[src/rtl/perm_out_blk_if.sv]
// Handshake bundle between the Keccak state unloader and its neighbours: memory read port,
// control strobes and the pushout/stopout/firstout/dout output stream.
interface perm_out_blk_if;
   logic        start;
   logic        busy;
   logic        done;
   logic [2:0]  mrx;
   logic [2:0]  mry;
   logic [63:0] mrd;
   logic        pushout;
   logic        stopout;
   logic        firstout;
   logic [63:0] dout;

   modport master (
      input  start, mrd, stopout,
      output busy, done, mrx, mry, pushout, firstout, dout
   );

   modport slave (
      output start, mrd, stopout,
      input  busy, done, mrx, mry, pushout, firstout, dout
   );
endinterface

[src/rtl/perm_out_blk.sv]
// Streams the first OUT_LANES lanes of the final permutation state out of lane memory in
// x-fastest order, holding busy meanwhile and pulsing done after the last lane is accepted.
module perm_out_blk #(
   parameter int unsigned OUT_LANES = 25
) (
   input  logic          clk,
   input  logic          rst,
   perm_out_blk_if.master bus
);

   typedef enum logic [1:0] {StIdle, StStream, StDrain} state_e;

   state_e      state_q, state_d;
   logic [2:0]  x_q, x_d;
   logic [2:0]  y_q, y_d;
   logic [4:0]  cnt_q, cnt_d;
   logic [63:0] dout_q, dout_d;
   logic        pushout_q, pushout_d;
   logic        firstout_q, firstout_d;
   logic        done_q, done_d;
   logic        load;

   // A new lane may enter the output register when it is empty or being drained this edge.
   assign load = (state_q == StStream) && (!pushout_q || !bus.stopout);

   always_comb begin
      state_d    = state_q;
      x_d        = x_q;
      y_d        = y_q;
      cnt_d      = cnt_q;
      dout_d     = dout_q;
      pushout_d  = pushout_q;
      firstout_d = firstout_q;
      done_d     = 1'b0;
      unique case (state_q)
         StIdle: begin
            if (bus.start) begin
               state_d = StStream;
               x_d     = 3'd0;
               y_d     = 3'd0;
               cnt_d   = 5'd0;
            end
         end
         StStream: begin
            if (load) begin
               dout_d     = bus.mrd;
               pushout_d  = 1'b1;
               firstout_d = (cnt_q == 5'd0);
               cnt_d      = cnt_q + 5'd1;
               if (x_q == 3'd4) begin
                  x_d = 3'd0;
                  y_d = y_q + 3'd1;
               end else begin
                  x_d = x_q + 3'd1;
               end
               if (cnt_q + 5'd1 == 5'(OUT_LANES)) begin
                  state_d = StDrain;
                  x_d     = 3'd0;
                  y_d     = 3'd0;
               end
            end
         end
         StDrain: begin
            if (pushout_q && !bus.stopout) begin
               pushout_d  = 1'b0;
               firstout_d = 1'b0;
               done_d     = 1'b1;
               state_d    = StIdle;
            end
         end
         default: state_d = StIdle;
      endcase
   end

   always_ff @(posedge clk or posedge rst) begin
      if (rst) begin
         state_q    <= StIdle;
         x_q        <= 3'd0;
         y_q        <= 3'd0;
         cnt_q      <= 5'd0;
         dout_q     <= 64'd0;
         pushout_q  <= 1'b0;
         firstout_q <= 1'b0;
         done_q     <= 1'b0;
      end else begin
         state_q    <= state_d;
         x_q        <= x_d;
         y_q        <= y_d;
         cnt_q      <= cnt_d;
         dout_q     <= dout_d;
         pushout_q  <= pushout_d;
         firstout_q <= firstout_d;
         done_q     <= done_d;
      end
   end

   assign bus.busy     = (state_q != StIdle);
   assign bus.done     = done_q;
   assign bus.mrx      = x_q;
   assign bus.mry      = y_q;
   assign bus.pushout  = pushout_q;
   assign bus.firstout = firstout_q;
   assign bus.dout     = dout_q;

endmodule

[src/flat_wrapper.sv]
// flat-port wrapper written by rule: the top's interface ports become plain ports
module perm_out_blk_flat 
#(
   parameter int unsigned OUT_LANES = 25
)
  (clk, rst, bus_start, bus_mrd, bus_stopout, bus_busy, bus_done, bus_mrx, bus_mry, bus_pushout, bus_firstout, bus_dout);
  perm_out_blk_if bus_i ();
  input  logic clk;
  input  logic rst;
  input wire logic [$bits(bus_i.start)-1:0] bus_start;
  input wire logic [$bits(bus_i.mrd)-1:0] bus_mrd;
  input wire logic [$bits(bus_i.stopout)-1:0] bus_stopout;
  output wire logic [$bits(bus_i.busy)-1:0] bus_busy;
  output wire logic [$bits(bus_i.done)-1:0] bus_done;
  output wire logic [$bits(bus_i.mrx)-1:0] bus_mrx;
  output wire logic [$bits(bus_i.mry)-1:0] bus_mry;
  output wire logic [$bits(bus_i.pushout)-1:0] bus_pushout;
  output wire logic [$bits(bus_i.firstout)-1:0] bus_firstout;
  output wire logic [$bits(bus_i.dout)-1:0] bus_dout;
  assign bus_i.start = bus_start;
  assign bus_i.mrd = bus_mrd;
  assign bus_i.stopout = bus_stopout;
  assign bus_busy = bus_i.busy;
  assign bus_done = bus_i.done;
  assign bus_mrx = bus_i.mrx;
  assign bus_mry = bus_i.mry;
  assign bus_pushout = bus_i.pushout;
  assign bus_firstout = bus_i.firstout;
  assign bus_dout = bus_i.dout;
  perm_out_blk #(.OUT_LANES(OUT_LANES)) u_core (.clk(clk), .rst(rst), .bus(bus_i));
endmodule
[config.mk]
export PLATFORM = sky130hd
export DESIGN_NAME = perm_out_blk_flat
export DESIGN_NICKNAME = d
export VERILOG_FILES = /design/src/rtl/perm_out_blk_if.sv /design/src/rtl/perm_out_blk.sv /design/src/flat_wrapper.sv
export SDC_FILE = /design/constraint.sdc
export NUM_CORES = 1
export LEC_CHECK = 0
export BUFFER_PORTS_ARGS = -buffer_cell sky130_fd_sc_hd__buf_4
export CAP_MARGIN = 20
export CORE_ASPECT_RATIO = 2
export CORE_MARGIN = 3
export CORE_UTILIZATION = 25
export DETAILED_ROUTE_END_ITERATION = 10
export HOLD_SLACK_MARGIN = 0.08
export PLACE_DENSITY = 0.58
export SKIP_LAST_GASP = 1
export SLEW_MARGIN = 20
export SYNTH_ARGS = -nofsm -noshare
export SYNTH_HDL_FRONTEND = slang
export SYNTH_SLANG_ARGS = --single-unit
[constraint.sdc]
create_clock -name clk -period 5.5 [get_ports clk]
set_input_delay 1.1 -clock clk [delete_from_list [all_inputs] [get_ports clk]]
set_output_delay 1.1 -clock clk [all_outputs]
set_load 0.03 [all_outputs]
# == Word level (Yosys, flattened, before mapping) ==
# Cells that the tools add are included.
# totals
output_inout_bits,74
reg_bits,80
# op_classes
addsub,3
reduce_logical,15
n_mux,24
n_eq_ne,9
# op_table
op,count
3-bit 2-to-1 mux,7
3-bit case mux with 2 select lines,2
5-bit 2-to-1 mux,2
5-bit case mux with 2 select lines,1
2-bit 2-to-1 mux,4
4-bit AND reduction,2
3-bit by 1-bit adder with 3-bit output (second input constant),2
2-bit case mux with 3 select lines,1
3-bit AND reduction,2
2-bit nonzero test,3
5-bit by 1-bit adder with 5-bit output (second input constant),1
5-bit == test (second input constant),1
5-bit zero test,1
1-bit 2-to-1 mux,5
2-bit by 1-bit inequality test with 1-bit output (second input constant),2
2-bit inequality test (second input constant),2
1-bit case mux with 2 select lines,2
3-bit == test (second input constant),1
3-bit inequality test (second input constant),1
2-bit by 1-bit == test with 1-bit output (second input constant),1
2-bit == test (second input constant),1
1-bit logical AND,2
1-bit zero test,2
2-bit zero test,1
other kinds (2),2

# == Logic depth before layout (Yosys ltp) ==
# depth
ltp_word,5
ltp_mapped,8
depth_no_buf,7

# == Worst setup path before layout ==
# OpenSTA, ideal clock, no wires.
# synth_timing
path_kind,input -> register
from,input bus_stopout
to,"register u_core.dout_q[23], in the netlist u_core.bus.dout[23]"
path_buffers,2
arrival_time_ps,1988
slack_ps,3387
cell_stages,4
path_cell_list,a21boi_2 buf_2 buf_4 mux2_2
# synth_between
elab_chain_len,4
# synth_lines
item,line_no,rtl
from (decl),flat_wrapper.sv:12,input wire logic [$bits(bus_i.stopout)-1:0] bus_stopout;
1-bit zero test,perm_out_blk.sv:24,assign load = (state_q == StStream) && (!pushout_q || !bus.stopout);
1-bit logical OR,perm_out_blk.sv:24,
1-bit logical AND,perm_out_blk.sv:24,
2-bit AND reduction (no line),-,
to (signal assigned),perm_out_blk.sv:90,dout_q <= dout_d;
to (decl),perm_out_blk.sv:17,"logic [63:0] dout_q, dout_d;"
# Every way passes these cells.
# A chain may end at the register's enable or synchronous reset.

# == Worst setup path after layout ==
# layout_timing
from,input bus_stopout
to,"register u_core.dout_q[39], in the netlist u_core.bus.dout[39]"
# The elaborated chain is that of the path after synthesis.

==> results_dict.tcl <==
set metrics [dict create \
    relSlewSlack 0.312 \
    post_cts_resized 0 \
    clock_latency_ns 0.34 \
    p_leak_nw 2.31 \
    cts_hold_buf 0 \
    grt_first_pass_wirelength_um 13500 \
    synthArstFlopShare 1.00 \
    num_rows 59 \
    cts_tree "done" \
    worstSetupStartpointType "input port" \
    numCtsBuffers 9 \
    pwr-share-comb 0.506 \
    first_pass_iters 4 \
    clk_pin_slew_ns 0.06 \
    cp_slowest_cell "a21boi_4" \
    final_nets 462 \
    crit_required_ns 5.72 \
    outcome "complete, no violations" \
    p_int_w 0.00200 \
    ys_ff_latch 80 \
    synth.distinct_cells 38 \
    setup.worst_path.end_class "flop" \
    overflow 0 \
    synth-main-ff-cell "dfrtp_1" \
    cts_root_buf "clkbuf_16" \
    via_count 2458 \
    power_frac_seq 0.312 \
    viasPerCell 4.54 \
    p_sw_frac 0.423 \
    initial_core_util 0.257 \
    cts.sinks 80 \
    hold_viol 0 \
    clockBufferDepth 2 \
    crit_path_max_fanout 36 \
    drcViolationCount 0 \
    yosys-top-cells-area "dfrtp_1, mux2_2, ha_1, nand2_1, o21ai_0" \
    worst_pin_slew_ns 1.03 \
    fp.dieW_um 88.1 \
    drt-wirelength-per-cell_um 16.3 \
    yosysTopAreaCell "dfrtp_1" \
    dpl_worst_slack_ns 2.32 \
    maxSlewViolCount 0 \
    grt_max_degree 42 \
    ys_seq_area_frac 0.594 \
    drv_cap 0 \
    crit_type "in2reg" \
    cts_setup_buffers 0 \
    fin_area_um2 4890 \
    timing.fmax_mhz 357 \
    post-route-period-util 0.509 \
    total_power_w 0.00346 \
    grt_pass1_vias 2704 \
    hold_class "reg2reg" \
    fill_cells 1305 \
    critPathMaxStageDelay_ns 0.80 \
    crit_top_cell "buf_4" \
    setup_tns_ns 0 \
    cellPowerDensity_nw_per_um2 708 \
    diodes 0 \
    core_um2 13100 \
    synth_top_area_share 0.594 \
    dp_hpwl_um 6770 \
    setup_ws_ns 2.70 \
    netlist_area_um2 3370 \
    cp_cell_sequence "buf_4 > a21boi_4 > buf_4 > mux2_2" \
    gp_congestion 0.754 \
    synthesis.nets 317 \
    dieArea_um2 15000 \
    p_switching_w 0.00146 \
    fin_skew_ns 0.00722 \
    track_usage 0.121 \
    antenna_found_initial 0 \
    drive_above_1_share 0.597 \
    min_period_ns 2.80 \
    setup_viol 0 \
    rsz0062_at_grt "no" \
    synth_edf_count 0 \
    rrSetupSlack_ns 2.75 \
    portBuffers 141 \
    ios 142 \
    arrival_ns 3.02 \
    wl_um 8830 \
    synth_cells 240 \
    yosys_warnings 0 \
    clock_power_share 0.182 \
    syn_to_final_growth_pct 45.1 \
    place_area_um2 4580 \
    htree_levels 3 \
    synth.avg_cell_area_um2 14.0 \
    die_y_um 170 \
    drtAntennaViolNets 0 \
    first_iter_violations 28 \
    ir_drop_mv 0.271 \
]
==> layer usage <==
layer,vias to the layer above,share of wire,global-route usage
met5,-,0,0
met4,0,0.035,0.0658
met3,22,0.052,0.0373
met2,88,0.60,0.232
met1,1216,0.31,0.106
li1,1132,-,-
==> critical path, delay by kind of cell <==
family | cells | cell delay, ns
AOI/OAI and AO/OA | 1 | 0.80
buffers and inverters | 2 | 0.67
muxes | 1 | 0.39
==> layout make-up <==
type / instances / area (µm²) / area share
multi-input combinational: 142 / 1280 / 0.262
sequential: 80 / 2000 / 0.409
tap: 152 / 190 / 0.0389
clock inverter: 7 / 83.8 / 0.0171
clock buffer: 9 / 225 / 0.0460
inverter: 9 / 35.0 / 0.00716
timing repair buffer: 143 / 1070 / 0.219
==> synth_stat cells, drive strengths merged, types with 3 or more instances <==
cell    count
inv         9
and2        3
nor2        3
o21ai      11
a22o        3
dfrtp      80
ha          9
a21oi       7
nand2      16
mux2       65
buf         8
nand2b      3
==> power groups by stage <==
stage               Sequential [W]  Combinational [W]  Clock [W]
finish                     0.00108            0.00175   0.000630
global route               0.00112            0.00187   0.000679
CTS                        0.00109            0.00178   0.000655
detailed placement         0.00109            0.00178          0
global placement           0.00108            0.00176          0
floorplan                  0.00158           0.000650          0
==> per-stage QoR <==
step | cells | util | hold slack (ns)
after floorplan | 240 | - | 0.516
after CTS | 542 | 0.372 | 0.513
final | 542 | 0.372 | 0.504
after detailed placement | 526 | 0.349 | 0.489
after global routing | 542 | 0.372 | 0.523
after global placement | 526 | 0.349 | 0.486
==> flip-flops by register name, indices dropped and copies added, names as in the netlist <==
| name | count |
|---|---|
| u_core.bus.done | 1 |
| u_core.bus.dout | 64 |
| u_core.bus.firstout | 1 |
| u_core.bus.mrx | 3 |
| u_core.bus.mry | 3 |
| u_core.bus.pushout | 1 |
| u_core.cnt_q | 5 |
| u_core.state_q | 2 |
==> cell usage in the layout (no fill, tap or decap), types with 2 or more instances in the layout <==
cell type    n
clkinv_2     2
nand2b_1     3
inv_1        8
nor2b_1      2
inv_8        2
ha_1         9
mux2_2      64
buf_4      143
clkbuf_16    9
a21oi_1      6
inv_6        3
and2_1       3
nor2_1       3
a22o_1       3
o21ai_0     10
nand2_1     16
dfrtp_1     80
nor3_1       2
==> cells by family (layout without fill, tap and decap cells) <==
| family | count (synthesis) | after routing | share of synthesized area |
|---|---|---|---|
| buf+inv | 18 | 168 | 0.0278 |
| flops | 80 | 80 | 0.594 |
| mux | 66 | 66 | 0.221 |
| simple gates | 35 | 35 | 0.0527 |
| fa+ha+maj | 9 | 9 | 0.0334 |
| compound gates | 30 | 30 | 0.0661 |
| xor+xnor | 2 | 2 | 0.00520 |
==> final timing paths <==
check	to	cells after the start	startpoint
worst max-delay path	u_core.bus.dout[39]$_DFFE_PP0P_	4	bus_stopout
worst min-delay path	u_core.bus.firstout$_DFFE_PP0P_	2	u_core.bus.firstout$_DFFE_PP0P_
worst max register to register	u_core.bus.dout[39]$_DFFE_PP0P_	5	u_core.state_q[1]$_DFFE_PP0P_
worst min register to register	u_core.bus.firstout$_DFFE_PP0P_	2	u_core.bus.firstout$_DFFE_PP0P_
max in group asynchronous	u_core.bus.dout[16]$_DFFE_PP0P_	3	rst
min in group asynchronous	u_core.bus.dout[51]$_DFFE_PP0P_	2	rst
(Power assumes the default switching activity.)
